==> src/rtl/shift_add_mult_ctrl.sv <==
`default_nettype none
// +----------------------------------------------------------------------------+
// | shift_add_mult_ctrl : start/done unsigned WIDTHxWIDTH -> 2*WIDTH multiplier |
// |                       iterating a single ripple adder, one bit per cycle.   |
// | Revision: 1.0                                                               |
// +----------------------------------------------------------------------------+

module adder #(
  parameter int WIDTH = 64
) (
  input  logic [WIDTH-1:0] a,
  input  logic [WIDTH-1:0] b,
  input  logic             carry_in,
  output logic [WIDTH-1:0] sum,
  output logic             carry_out
);

  always_comb begin : ripple
    logic carry;
    carry = carry_in;
    sum   = '0;
    for (int i = 0; i < WIDTH; i++) begin
      sum[i] = a[i] ^ b[i] ^ carry;
      carry  = (a[i] & b[i]) | (carry & (a[i] ^ b[i]));
    end
    carry_out = carry;
  end

endmodule

module shift_add_mult_ctrl #(
  parameter int WIDTH = 64
) (
  input  logic               clk,
  input  logic               reset_n,
  input  logic               start,
  input  logic [WIDTH-1:0]   multiplicand,
  input  logic [WIDTH-1:0]   multiplier,
  output logic               ready,
  output logic               busy,
  output logic               done,
  output logic [2*WIDTH-1:0] product,
  output logic               zero
);

  localparam int CNT_W = $clog2(WIDTH + 1);
  localparam logic [CNT_W-1:0] LAST_COUNT = CNT_W'(WIDTH - 1);

  if (WIDTH < 2) begin : g_width_check
    $error("shift_add_mult_ctrl: WIDTH must be at least 2");
  end

  typedef enum logic [1:0] {
    ST_IDLE = 2'd0,
    ST_BUSY = 2'd1,
    ST_DONE = 2'd2
  } state_t;

  state_t             state_q, state_d;
  logic [WIDTH-1:0]   mcand_q, mcand_d;
  logic [WIDTH-1:0]   acc_hi_q, acc_hi_d;
  logic [WIDTH-1:0]   acc_lo_q, acc_lo_d;
  logic [CNT_W-1:0]   count_q, count_d;
  logic               ready_q, ready_d;
  logic               busy_q, busy_d;
  logic               done_q, done_d;
  logic [2*WIDTH-1:0] product_q, product_d;
  logic               zero_q, zero_d;

  logic [WIDTH-1:0]   adder_b;
  logic [WIDTH-1:0]   adder_sum;
  logic               adder_carry;
  logic [2*WIDTH-1:0] next_acc;

  assign adder_b = acc_lo_q[0] ? mcand_q : '0;

  adder #(.WIDTH(WIDTH)) u_adder (
    .a        (acc_hi_q),
    .b        (adder_b),
    .carry_in (1'b0),
    .sum      (adder_sum),
    .carry_out(adder_carry)
  );

  // Carry becomes the new MSB so the final iteration never loses a bit.
  assign next_acc = {adder_carry, adder_sum, acc_lo_q[WIDTH-1:1]};

  always_comb begin
    state_d   = state_q;
    mcand_d   = mcand_q;
    acc_hi_d  = acc_hi_q;
    acc_lo_d  = acc_lo_q;
    count_d   = count_q;
    ready_d   = ready_q;
    busy_d    = busy_q;
    done_d    = 1'b0;
    product_d = product_q;
    zero_d    = zero_q;
    case (state_q)
      ST_IDLE, ST_DONE: begin
        state_d = ST_IDLE;
        ready_d = 1'b1;
        busy_d  = 1'b0;
        if (start) begin
          mcand_d  = multiplicand;
          acc_hi_d = '0;
          acc_lo_d = multiplier;
          count_d  = '0;
          state_d  = ST_BUSY;
          ready_d  = 1'b0;
          busy_d   = 1'b1;
        end
      end
      ST_BUSY: begin
        {acc_hi_d, acc_lo_d} = next_acc;
        count_d = count_q + CNT_W'(1);
        if (count_q == LAST_COUNT) begin
          state_d   = ST_DONE;
          ready_d   = 1'b1;
          busy_d    = 1'b0;
          done_d    = 1'b1;
          product_d = next_acc;
          zero_d    = ~|next_acc;
        end
      end
      default: begin
        state_d = ST_IDLE;
        ready_d = 1'b1;
        busy_d  = 1'b0;
      end
    endcase
  end

  always_ff @(posedge clk) begin
    if (!reset_n) begin
      state_q   <= ST_IDLE;
      mcand_q   <= '0;
      acc_hi_q  <= '0;
      acc_lo_q  <= '0;
      count_q   <= '0;
      ready_q   <= 1'b1;
      busy_q    <= 1'b0;
      done_q    <= 1'b0;
      product_q <= '0;
      zero_q    <= 1'b1;
    end else begin
      state_q   <= state_d;
      mcand_q   <= mcand_d;
      acc_hi_q  <= acc_hi_d;
      acc_lo_q  <= acc_lo_d;
      count_q   <= count_d;
      ready_q   <= ready_d;
      busy_q    <= busy_d;
      done_q    <= done_d;
      product_q <= product_d;
      zero_q    <= zero_d;
    end
  end

  assign ready   = ready_q;
  assign busy    = busy_q;
  assign done    = done_q;
  assign product = product_q;
  assign zero    = zero_q;

endmodule
`default_nettype wire

==> config.mk <==
export PLATFORM = sky130hd
export DESIGN_NAME = shift_add_mult_ctrl
export DESIGN_NICKNAME = d
export VERILOG_FILES = /design/src/rtl/shift_add_mult_ctrl.sv
export SDC_FILE = /design/constraint.sdc
export NUM_CORES = 1
export LEC_CHECK = 0
export ABC_AREA = 1
export CAP_MARGIN = 20
export CORE_MARGIN = 2
export CORE_UTILIZATION = 55
export DETAILED_ROUTE_END_ITERATION = 12
export GPL_TIMING_DRIVEN = 0
export PLACE_DENSITY = 0.84
export RECOVER_POWER = 100
export SLEW_MARGIN = 10
export SYNTH_ARGS = -nofsm -noshare
export SYNTH_HDL_FRONTEND = slang
export SYNTH_SLANG_ARGS = --single-unit
==> constraint.sdc <==
create_clock -name clk -period 67.6 [get_ports clk]
set_clock_uncertainty 0.1 [all_clocks]
set_input_delay 6.76 -clock clk [delete_from_list [all_inputs] [get_ports clk]]
set_output_delay 6.76 -clock clk [all_outputs]
set_load 0.02 [all_outputs]
Word level (Yosys, flattened, before mapping)
Cells that the tools add are included.
{"block": "totals", "register_bits": 333, "inputBits": 131, "elab_cells": 359}
{"block": "classes", "addsub": 1, "eq_ne": 5, "muxes": 17, "bitwise_logic": 317, "reduce_logical": 9}
{"cell": "64-bit case mux with 2 select lines", "n": 2}
{"cell": "64-bit two-way mux", "n": 3}
{"cell": "128-bit OR reduction", "n": 1}
{"cell": "1-bit AND", "n": 127}
{"cell": "1-bit bitwise XOR", "n": 127}
{"cell": "1-bit OR", "n": 63}
{"cell": "7-bit case mux with 2 select lines", "n": 1}
{"cell": "2-bit AND reduction", "n": 4}
{"cell": "7-bit by 1-bit adder with 7-bit output (second input constant)", "n": 1}
{"cell": "7-bit by 6-bit == test with 1-bit output (second input constant)", "n": 1}
{"cell": "7-bit two-way mux", "n": 1}
{"cell": "1-bit two-way mux", "n": 6}
{"cell": "2-bit != test (second input constant)", "n": 2}
{"cell": "1-bit case mux with 2 select lines", "n": 2}
{"cell": "2-bit case mux with 2 select lines", "n": 1}
{"cell": "2-bit by 1-bit == test with 1-bit output (second input constant)", "n": 1}
{"cell": "2-bit == test (second input constant)", "n": 1}
{"cell": "2-bit logical NOT", "n": 1}
{"cell": "2-bit two-way mux", "n": 1}
{"cell": "2-bit nonzero test", "n": 1}
{"cell": "2-bit OR reduction", "n": 1}
{"cell": "1-bit logical NOT", "n": 1}

Depth between registers and ports, before layout
Gate-level depths: netlist (run 1).
{"block": "depth", "ltp_word": 130, "mapped_depth": 77, "ltp_nobuf": 75}

Modules after synthesis
From an unflattened synthesis (run 1), not the netlist that was laid out.
{"block": "hier_totals", "hier_cells": 1832, "area_unflattened_um2": 14096.0}
{"mod": "shift_add_mult_ctrl", "n_inst": 1, "cells_per_inst": 1758, "area_each_um2": 12777.3, "seq_area_each_um2": 6666.4}
{"mod": "adder", "n_inst": 1, "cells_per_inst": 74, "area_each_um2": 1318.8, "seq_area_each_um2": 0.0}

Least setup slack after synthesis (run 1)
No wires, ideal clock.
{"block": "synth_path", "kind": "flip-flop to flip-flop", "startpoint": "reg acc_lo_q[0]", "endpoint": "reg zero_q (netlist: zero)", "setup_time_ns": 0.119, "arrival_ns": 27.328, "slack_ns": 40.053, "path_stages_with_launch": 78, "path_buffers": 2, "cell_sequence": "dfxtp_1 -> clkbuf_1 -> buf_1 -> nand2_1 -> inv_1 -> ha_1 -> inv_1 -> fa_1 -> inv_1 -> fa_1 -> fa_1 -> fa_1 -> fa_1 -> fa_1 -> fa_1 -> fa_1 -> fa_1 -> fa_1 -> (+42 left out) -> fa_1 -> fa_1 -> fa_1 -> fa_1 -> fa_1 -> fa_1 -> fa_1 -> fa_1 -> fa_1 -> inv_1 -> fa_1 -> fa_1 -> nand4_1 -> nor2_1 -> nand2_1 -> nor2_1 -> nand3_1 -> o21bai_1"}
{"block": "synth_via", "elab_chain_cells": 130, "elab_cells_between_ends": 320, "cone_classes": "1 x mux; 317 x bitwise; 2 x reduce/logical"}
{"element": "from (decl)", "line_no": "62", "source": "logic [WIDTH-1:0] acc_lo_q, acc_lo_d;"}
{"element": "from (signal assigned)", "line_no": "150", "source": "acc_lo_q <= acc_lo_d;"}
{"element": "64-bit two-way mux *", "line_no": "75", "source": "assign adder_b = acc_lo_q[0] ? mcand_q : '0;"}
{"element": "1-bit AND or 1-bit bitwise XOR (tied branches)", "line_no": "24, 23"}
{"element": "1-bit AND", "line_no": "24", "source": "carry = (a[i] & b[i]) | (carry & (a[i] ^ b[i]));"}
{"element": "1-bit OR", "line_no": "24"}
{"element": "1-bit AND", "line_no": "24"}
{"element": "1-bit OR", "line_no": "24"}
{"element": "1-bit AND", "line_no": "24"}
{"element": "1-bit OR", "line_no": "24"}
{"element": "(+114 left out)"}
{"element": "1-bit AND", "line_no": "24"}
{"element": "1-bit OR", "line_no": "24"}
{"element": "1-bit AND", "line_no": "24"}
{"element": "1-bit OR", "line_no": "24"}
{"element": "1-bit AND", "line_no": "24"}
{"element": "1-bit OR", "line_no": "24"}
{"element": "128-bit OR reduction *", "line_no": "123", "source": "zero_d = ~|next_acc;"}
{"element": "1-bit logical NOT *", "line_no": "123"}
{"element": "to (signal assigned)", "line_no": "156", "source": "zero_q <= zero_d;"}
{"element": "to (decl)", "line_no": "68", "source": "logic zero_q, zero_d;"}
Every way passes the cells marked *; elsewhere a longest branch is shown, timed or not.
A chain may end at the register's enable or synchronous reset.

Worst setup path in the final report (run 1)
Ends and elaborated chain as after synthesis.

==> results of run 1 <==
[routing by layer]
layer | GRT usage (%) | up-vias
met5 | 0 | -
met4 | 17.3 | 2
met3 | 6.41 | 151
met2 | 50.9 | 620
met1 | 39.5 | 6287
li1 | - | 6394
[logic make-up (layout without fill, tap and decap cells)]
logic type,count (synthesis),in the layout
AOI/OAI and AO/OA,332,332
adders and majority gates,65,65
buffers and inverters,232,548
DFF,333,333
other,0,1
and+or+nand+nor,869,869
[cell usage after synthesis (all sizes together)]
master  instances
nor3            5
a21oi         108
inv           113
a221oi         13
fa             63
o22ai           2
nand2         457
nand4           2
nor3b           1
dfxtp         333
buf            50
o21bai          1
nor2          354
or2             2
nand3          48
o21ai         157
a31oi          51
clkbuf         69
ha              2
[power by group]
part	internal (W)	total [W]	leakage [nW]	switching, W
Sequential	0.000203	0.000208	2.71	0.00000504
Combinational	0.0000168	0.0000431	4.71	0.0000263
Clock	0.000103	0.000180	0.516	0.0000773
Total	0.000323	0.000431	7.93	0.000109
[registers in the layout, summed over array words and instances (netlist names)]
register,count
ready,1
busy,1
zero,1
product,128
mcand_q,64
count_q,7
acc_hi_q,64
state_q,2
done,1
acc_lo_q,64
[cell type report]
| type | instances | area share, % |
|---|---|---|
| sequential | 333 | 36.8 |
| multi-input combinational | 1266 | 35.5 |
| timing repair buffer | 261 | 14.4 |
| clock buffer | 47 | 5.30 |
| buffer | 119 | 2.78 |
| inverter | 113 | 2.34 |
| tap | 330 | 2.28 |
| clock inverter | 8 | 0.463 |
| antenna | 1 | 0.0138 |
[worst max-delay path: cells and delay by family (launching register included)]
family | cells | cell delay, ps
flip-flops | 1 | 310
AND/OR/NAND/NOR | 6 | 530
buffers and inverters | 6 | 940
adder cells (fa/ha/maj) | 64 | 27240
AO/OA/AOI/OAI | 1 | 60
[how the worst max path moves through the flow]
| stage | end | slack (ps) | cells past startpoint |
|---|---|---|---|
| 2_1_floorplan | zero$_SDFFE_PN1P_ | 40050 | 77 |
| 3_3_place_gp | zero$_SDFFE_PN1P_ | 38750 | 77 |
| 3_5_place_dp | zero$_SDFFE_PN1P_ | 38380 | 77 |
| 4_1_cts | zero$_SDFFE_PN1P_ | 38180 | 77 |
| 5_1_grt | zero$_SDFFE_PN1P_ | 37290 | 77 |
| 6_report | zero$_SDFFE_PN1P_ | 38270 | 77 |
[stage by stage]
step | hold WS [ps] | std cells | area [sq um]
floorplan | 340 | 1831 | 14000
global placement | 340 | 2422 | 17100
detailed placement | 354 | 2422 | 17100
CTS | 362 | 2477 | 18100
global route | 369 | 2478 | 18100
finish | 356 | 2478 | 18100
==> results by group, run 1 <==
STA
  – Max-slew headroom: between 30% and 40%
  – Final Slew Violations: 0
  – Top achievable clock speed: 34.1 MHz
  – Period Utilization, post-route: 43.4%
  – RSZ-0062 raised after global routing: no
  – TNS Setup: 0 ps
  – Final WS setup: between 30000 and 40000 ps
  – Final setup fails: 0
  – Fin crit period: just under 30000 ps
  – Final hold violation count: 0
  – Slew @ Worst Pin: 962 ps

Critical path
  – Largest stage delay on the critical path: between 400 and 500 ps
  – Worst Setup Start Kind: register
  – Worst endpoint data arrival time: 29640 ps
  – Crit path top cell by count: fa_1
  – Crit path capture type: register
  – CP Class: register to register
  – R2R cell count: 77
  – CP max-delay cell: fa_1
  – Reg2reg start: acc_lo_q[0]$_SDFFE_PN0P_
  – CP Launch Point: acc_lo_q[0]$_SDFFE_PN0P_
  – R2R Setup Slk: 38270 ps
  – Worst r2r dst: zero$_SDFFE_PN1P_
  – Worst path required time: 67920 ps
  – Crit-path max FO: 10

Routing
  – Routed WL: 42400 um
  – Detail Route met3 WL: 3510 um
  – Met2 WL post-DR: between 15000 and 20000 um
  – Vias post-DR: 13500
  – Final ANT Viol Nets: 0
  – Vias/cell: 5.43
  – DRC violations left: 0
  – Wirelength per Cell: 17.1 um
  – Max layer used: met5
  – Initial DRC Count: 1211
  – Drt pass-1 iters: 6
  – Routed length on met1: 16900 um

Synthesis
  – Mapped Area: 14000 sq um
  – Mapped Cells: 1831
  – Syn Nets: between 2000 and 2500
  – Synth Register Bits: 333
  – Syn avg cell area: approximately 7.7 sq um
  – Yosys top cell area share: 47.5%
  – Synth Area in Compound Gates: 12.7%
  – Post-synthesis xor/xnor area fraction: 0%
  – Yosys warnings: 0
  – Synth Area in Adders: 9.16%
  – Largest family of logic cells by synthesized area: simple AND/OR/NAND/NOR gates
  – Area leader, netlist: dfxtp_1
  – Synth top area cells: dfxtp_1 (47%), nand2_1 (12%), nor2_1 (9.5%), fa_1 (9.0%), o21ai_0 (4.6%)
  – Synth Area in Simple Gates: between 20% and 30%
  – Seq/Total Area, Yosys: 47.5%
  – Netlist cell types: 26
  – Post-synthesis mux area share: 0%

Place
  – GPL Wtd Cong: 0.951
  – Number of port buffers: roughly 260
  – Pre-CTS WS: 38380 ps
  – HPWL Detailed: between 30000 and 40000 um

Floorplanning
  – Overall die width: 164 um
  – Core Region: about 25000 sq um
  – Die Span Y: 164 um
  – Die area: between 20000 and 30000 sq um
  – I/O pin count: 263
  – Row count: 58
  – Initial Util: 55.9%

Min path
  – Hold-critical path depth: 2
  – Hold Crit Start: product[99]$_SDFFE_PN0P_
  – HP Class: register to register
  – Min-Delay Endpoint: product[99]$_SDFFE_PN0P_

Clocking
  – # hold bufs at CTS: 0
  – Root Buffer: clkbuf_16
  – Worst-Skew Late Latency: 530 ps
  – TritonCTS buffer count: 34
  – H-tree depth: 2
  – CTS tree: done
  – Clk sinks: 333
  – Clock Tree Buf Depth: 3
  – Post_cts resized: 0
  – Clock slew at reported path FFs: 60 ps
  – Post-CTS Setup Inserts: 0

Pwr
  – Worst VDD drop: 0.0172 mV
  – Total power: 0.000431 W
  – Leakage power: 7.93 nW
  – Pwr dens: 23.8 nW/um^2

Flow run
  – MaxCap Viol Count: 0

Layout
  – Fillers: between 2000 and 2500
  – Layout area overhead: 28.9%
  – Seq. cell area: 6670 sq um
  – Share of post-route cells with drive strength above 1: 3.82%
  – Most frequent cells in the layout: nand2_1 (456), nor2_1 (354), dfxtp_1 (333)
  – Area of the multi-input gates: 6430 sq um
  – Net count, final: 2324
  – Util after Layout: slightly above 70%
  – Commonest non-fill, non-tap cell in the layout: nand2_1

Global routing
  – Total Routing Usage GR: between 30% and 40%
  – Initial antenna violation count: 2
  – Grt ovf: 0
  – First-pass GRT wire length: 66400 um
  – Vias in the first global route: roughly 13000
  – Largest net degree at the start of global routing: 15

Outcome
  – Status: complete, no violations
Power figures use the tool's default switching activity.
==> run 2: changes to the inputs <==
CORE_UTILIZATION = 52   (was 55)
PLACE_DENSITY = 0.8   (was 0.84)
clock period = 29.3 ns   (was 67.6 ns; I/O delays follow)
==> run 2 against run 1 <==
Sequential share of layout area shrank 0.53 points. Combinational power grew 130%. Worst setup slack lost 37000 ps. First-iteration DRC count shrank 17%. Total power grew 150%.
==> results by group, run 2 (synthesis results as in run 1) <==
Pwr
  – Total power: 0.00107 W
  – Leakage power: 8.04 nW
  – Worst VDD drop: 0.0371 mV
  – Pwr dens: 58.3 nW/um^2

Routing
  – Max layer used: met4
  – DRC violations left: 0
  – Final ANT Viol Nets: 0
  – Vias/cell: 5.36
  – Drt pass-1 iters: 6
  – Routed length on met1: 17700 um
  – Initial DRC Count: 1009
  – Wirelength per Cell: roughly 17 um
  – Routed WL: about 43000 um
  – Met2 WL post-DR: 20200 um
  – Vias post-DR: 13400
  – Detail Route met3 WL: ~3000 um

Clocking
  – Clk sinks: ~330
  – Clock Tree Buf Depth: 3
  – CTS tree: done
  – Root Buffer: clkbuf_16
  – Clock slew at reported path FFs: 60 ps
  – H-tree depth: 2
  – # hold bufs at CTS: 0
  – Post-CTS Setup Inserts: 0
  – TritonCTS buffer count: 36
  – Worst-Skew Late Latency: 530 ps
  – Post_cts resized: 0

Global routing
  – Initial antenna violation count: 1
  – Largest net degree at the start of global routing: 15
  – Grt ovf: 0
  – Vias in the first global route: about 13000
  – First-pass GRT wire length: approximately 68000 um
  – Total Routing Usage GR: 30.0%

Critical path
  – Worst path required time: 29600 ps
  – CP max-delay cell: fa_1
  – Cell family with most CP delay: adder cells
  – Largest stage delay on the critical path: 470 ps
  – Buf/Inv on CP: 3
  – Worst Setup Start Kind: register
  – Crit path capture type: register
  – Crit path top cell by count: fa_1
  – Worst endpoint data arrival time: between 20000 and 30000 ps
  – CP Class: register to register
  – Crit-path max FO: 11

STA
  – RSZ-0062 raised after global routing: no
  – Final hold violation count: 0
  – Slew @ Worst Pin: between 900 and 1000 ps
  – TNS Setup: 0 ps
  – Period Utilization, post-route: 96.9%
  – Max-slew headroom: 34.5%
  – Top achievable clock speed: 35.2 MHz
  – Fin crit period: around 28000 ps
  – Final setup fails: 0
  – Final Slew Violations: 0

Layout
  – Most frequent cells in the layout: nand2_1 (456), nor2_1 (354), dfxtp_1 (332)
  – N_diodes: 0
  – Share of post-route cells with drive strength above 1: under 10%
  – Commonest non-fill, non-tap cell in the layout: nand2_1
  – Layout area overhead: 30.8%
  – Net count, final: approximately 2300
  – Largest register FFs: around 130
  – Fillers: 2123

Place
  – Number of port buffers: 261
  – GPL Wtd Cong: ~0.91
  – HPWL Detailed: 30900 um

Floorplanning
  – Initial Util: 52.5%
  – Die area: 28300 sq um
  – Core Region: around 27000 sq um
  – Row count: 60
  – I/O pin count: 263
  – Die Span Y: 168 um
  – Overall die width: 168 um

Min path
  – HP Class: register to register

Flow run
  – MaxCap Viol Count: 0

Outcome
  – Status: complete, no violations
## run 2: changes by cell type in the layout (fill, tap and decap cells not counted), moves of 2 or more
cell	change
clkinvlp_4	+2
fa_2	+4
clkbuf_16	+3
fa_1	-4
bufinv_16	+5
clkbuf_1	-5
## run 2: cell type report
cell class                 instances  area (sq um)  area share (%)
multi-input combinational       1266          6440            35.1
inverter                         113           424            2.31
clock inverter                    15           238            1.29
clock buffer                      50          1040            5.69
buffer                           118           509            2.77
timing repair buffer             261          2610            14.2
sequential                       333          6670            36.3
tap                              341           427            2.32
## run 2: stage by stage
stage	cell area, sq um	cells	util (%)	hold slack (ps)	setup slack [ps]
2_1_floorplan	14000	1831	-	340	1750
3_3_place_gp	17100	2433	63.9	340	396
3_5_place_dp	17100	2433	63.9	347	244
4_1_cts	18400	2498	68.7	360	49.3
5_1_grt	18400	2497	68.7	374	8.77
6_report	18400	2497	68.7	355	911
## run 2: layer usage
layer | vias to the layer above | track usage (%)
met5 | - | 0
met3 | 108 | 4.84
met1 | 6297 | 38.8
li1 | 6417 | -
met2 | 565 | 49.4
met4 | 0 | 14.2
## run 2: where the power goes
group	switching, W	internal, W	leakage [nW]	total (W)
Sequential	0.0000119	0.000468	2.71	0.000480
Combinational	0.0000609	0.0000390	4.71	0.0000999
Clock	0.000187	0.000303	0.627	0.000490
## run 2: final timing paths
kind / startpoint / end / slack (ps) / cells after the start
max: acc_lo_q[0]$_SDFFE_PN0P_ / zero$_SDFFE_PN1P_ / 910 / 73
min reg2reg: product[98]$_SDFFE_PN0P_ / product[98]$_SDFFE_PN0P_ / 350 / 2
min: product[98]$_SDFFE_PN0P_ / product[98]$_SDFFE_PN0P_ / 350 / 2
max reg2reg: acc_lo_q[0]$_SDFFE_PN0P_ / zero$_SDFFE_PN1P_ / 910 / 73
## run 2: worst min-delay path: cells and delay by family (launching register included)
kind            cells  cell delay (ps)
compound gates      1               50
simple gates        1               60
flops               1              300
==> variant (flow settings as in run 1) <==
`WIDTH` is set to 64 in 2 places; all go to 128.
--- a/src/rtl/shift_add_mult_ctrl.sv
+++ b/src/rtl/shift_add_mult_ctrl.sv
@@ -8,3 +8,3 @@
 module adder #(
-  parameter int WIDTH = 64
+  parameter int WIDTH = 128
 ) (
@@ -31,3 +31,3 @@
 module shift_add_mult_ctrl #(
-  parameter int WIDTH = 64
+  parameter int WIDTH = 128
 ) (
Interface: changed (resized multiplicand, multiplier and product); port bits go from 263 to 519. The function was not compared with the original's and may differ.
==> variant against run 1 <==
Count of clock-buffer cells in the layout grew 50; power grew 100%; via count grew 99%; wire length grew 120%; worst setup slack lost 28 ns; fmax shrank 49%; hold slack gained 0.0011 ns; synthesized area grew 98%; cell area grew 100%; sequential cell count grew 320; sequential share of layout area shrank 0.68 points.
==> variant: results (changes against run 1) <==
grt_pass1_vias: 26100  # +98%
drt_iter0_drc: 2662  # +120%
async_flop_share: 0  # unchanged
crit_family: "adder cells"
ir_drop_mv: 0.0192  # +12%
first_pass_iters: 6  # unchanged
synth_ff_type: "dfxtp_1"
crit_type: "reg2reg"
cts_setup_buffers: 0  # unchanged
synthTopCellsByCount: "nor2_1 (915), nand2_1 (680), dfxtp_1 (653), inv_1 (287), o21ai_0 (246)"
grt_pass1_wl_um: 142000  # +110%
synth-compound-area-share: 0.135  # +0.00808
cts_resized: 0  # unchanged
synth_xor_area_frac: 0  # unchanged
grt.total_usage: 0.344  # +0.0291
cts-root-buf: "clkbuf_16"
largest_register_ffs: 256  # +100%
crit_path_max_fanout: 10  # unchanged
port_buffers: 517  # +98%
final_layout_size_suffix_gt1_frac: 0.0372  # -0.00103
yosysUniqueCellTypes: 29  # +12%
synth.area.mux_share: 0  # unchanged
insertion_delay_ns: 0.62  # +0.09 ns
post_drt_via_cell_ratio: 5.43  # about the same
dp_hpwl_um: 67100  # +120%
grtUsageMet1: 0.406  # +0.0114
yosysWarnings: 0  # unchanged
synthTopCellsByArea: "dfxtp_1 (47%), nor2_1 (12%), nand2_1 (9.2%)"
gp_congestion: 0.949  # -0.19%
cts-htree-levels: 3  # +1
routed_wl_um: 92100  # +120%
use_met2: 0.570  # +0.0605
clk_pin_slew_ns: 0.06  # about the same
cts_buffers: 67  # +97%
finalNetCount: 4591  # +98%
leakage_uw: 0.0162  # +100%
relSlewSlack: 0.215  # -0.143
met3_usage: 0.0875  # +0.0234
clock_path_buffers: 3  # unchanged
slowest_stage: "clkbuf_1"
hold_class: "reg2reg"
grt_max_degree: 15  # unchanged
grt_antenna_before_repair: 16  # +14
multi_input_comb_area_um2: 12600  # +96%
max_stage_delay_ns: 0.46  # about the same
yosysSeqAreaShare: 0.469  # -0.00548
status: "completed"
synth_nets: 4005  # +98%
fillers: 3835  # +91%
synth-adder-area-share: 0.0922  # +0.000565
[variant: changes by cell type after synthesis, sizes merged, moves of 4 or more]
cell	change
nor2	+564
dfxtp	+320
nand2	+224
inv	+177
a21oi	+132
o21ai	+124
a221oi	+114
clkbuf	+111
fa	+64
a31oi	-49
buf	+10
nand3	-10
nand4	+4
[variant: metal layers]
metal,up-vias,wire length [um]
met5,-,93
met4,14,5100
met3,258,8820
met2,1268,43400
met1,12600,34700
li1,12700,-
[variant: metrics by stage]
step	cell area, um2	hold slack [ns]	cells	total power, uW	worst slack [ns]
floorplan	27900	0.341	3617	464	13.14
global placement	33900	0.348	4806	502	10.92
detailed placement	33900	0.352	4806	504	10.60
CTS	36100	0.361	4924	883	10.24
global route	36100	0.373	4931	911	8.56
finish	36100	0.357	4935	883	10.41
[variant: worst register-to-register path, delay by kind of cell (launching register included)]
family,cells,cell delay [ns]
buffers and inverters,6,0.90
flip-flops,1,0.32
adder cells (fa/ha/maj),128,54.61
AND/OR/NAND/NOR,9,1.20
[variant: area by class of cell]
cell class,count,share of cell area
clock buffer,97,0.0546
multi-input combinational,2433,0.349
clock inverter,21,0.00817
tap,672,0.0233
sequential,653,0.362
timing repair buffer,517,0.143
inverter,291,0.0302
antenna,11,0.000762
buffer,240,0.0293
[variant: final timing paths]
kind | from | end | slack [ns] | cells past startpoint
setup reg to reg | acc_lo_q[0] | zero | 10.41 | 143
setup / recovery | acc_lo_q[0] | zero | 10.41 | 143
hold / removal | product[139] | product[139] | 0.36 | 2
hold reg to reg | product[139] | product[139] | 0.36 | 2
[variant: power breakdown]
part	internal, uW	total (uW)	switching [uW]
Combinational	35.6	90.2	54.6
Clock	227	385	159
Sequential	398	408	10.3
Total	660	883	224
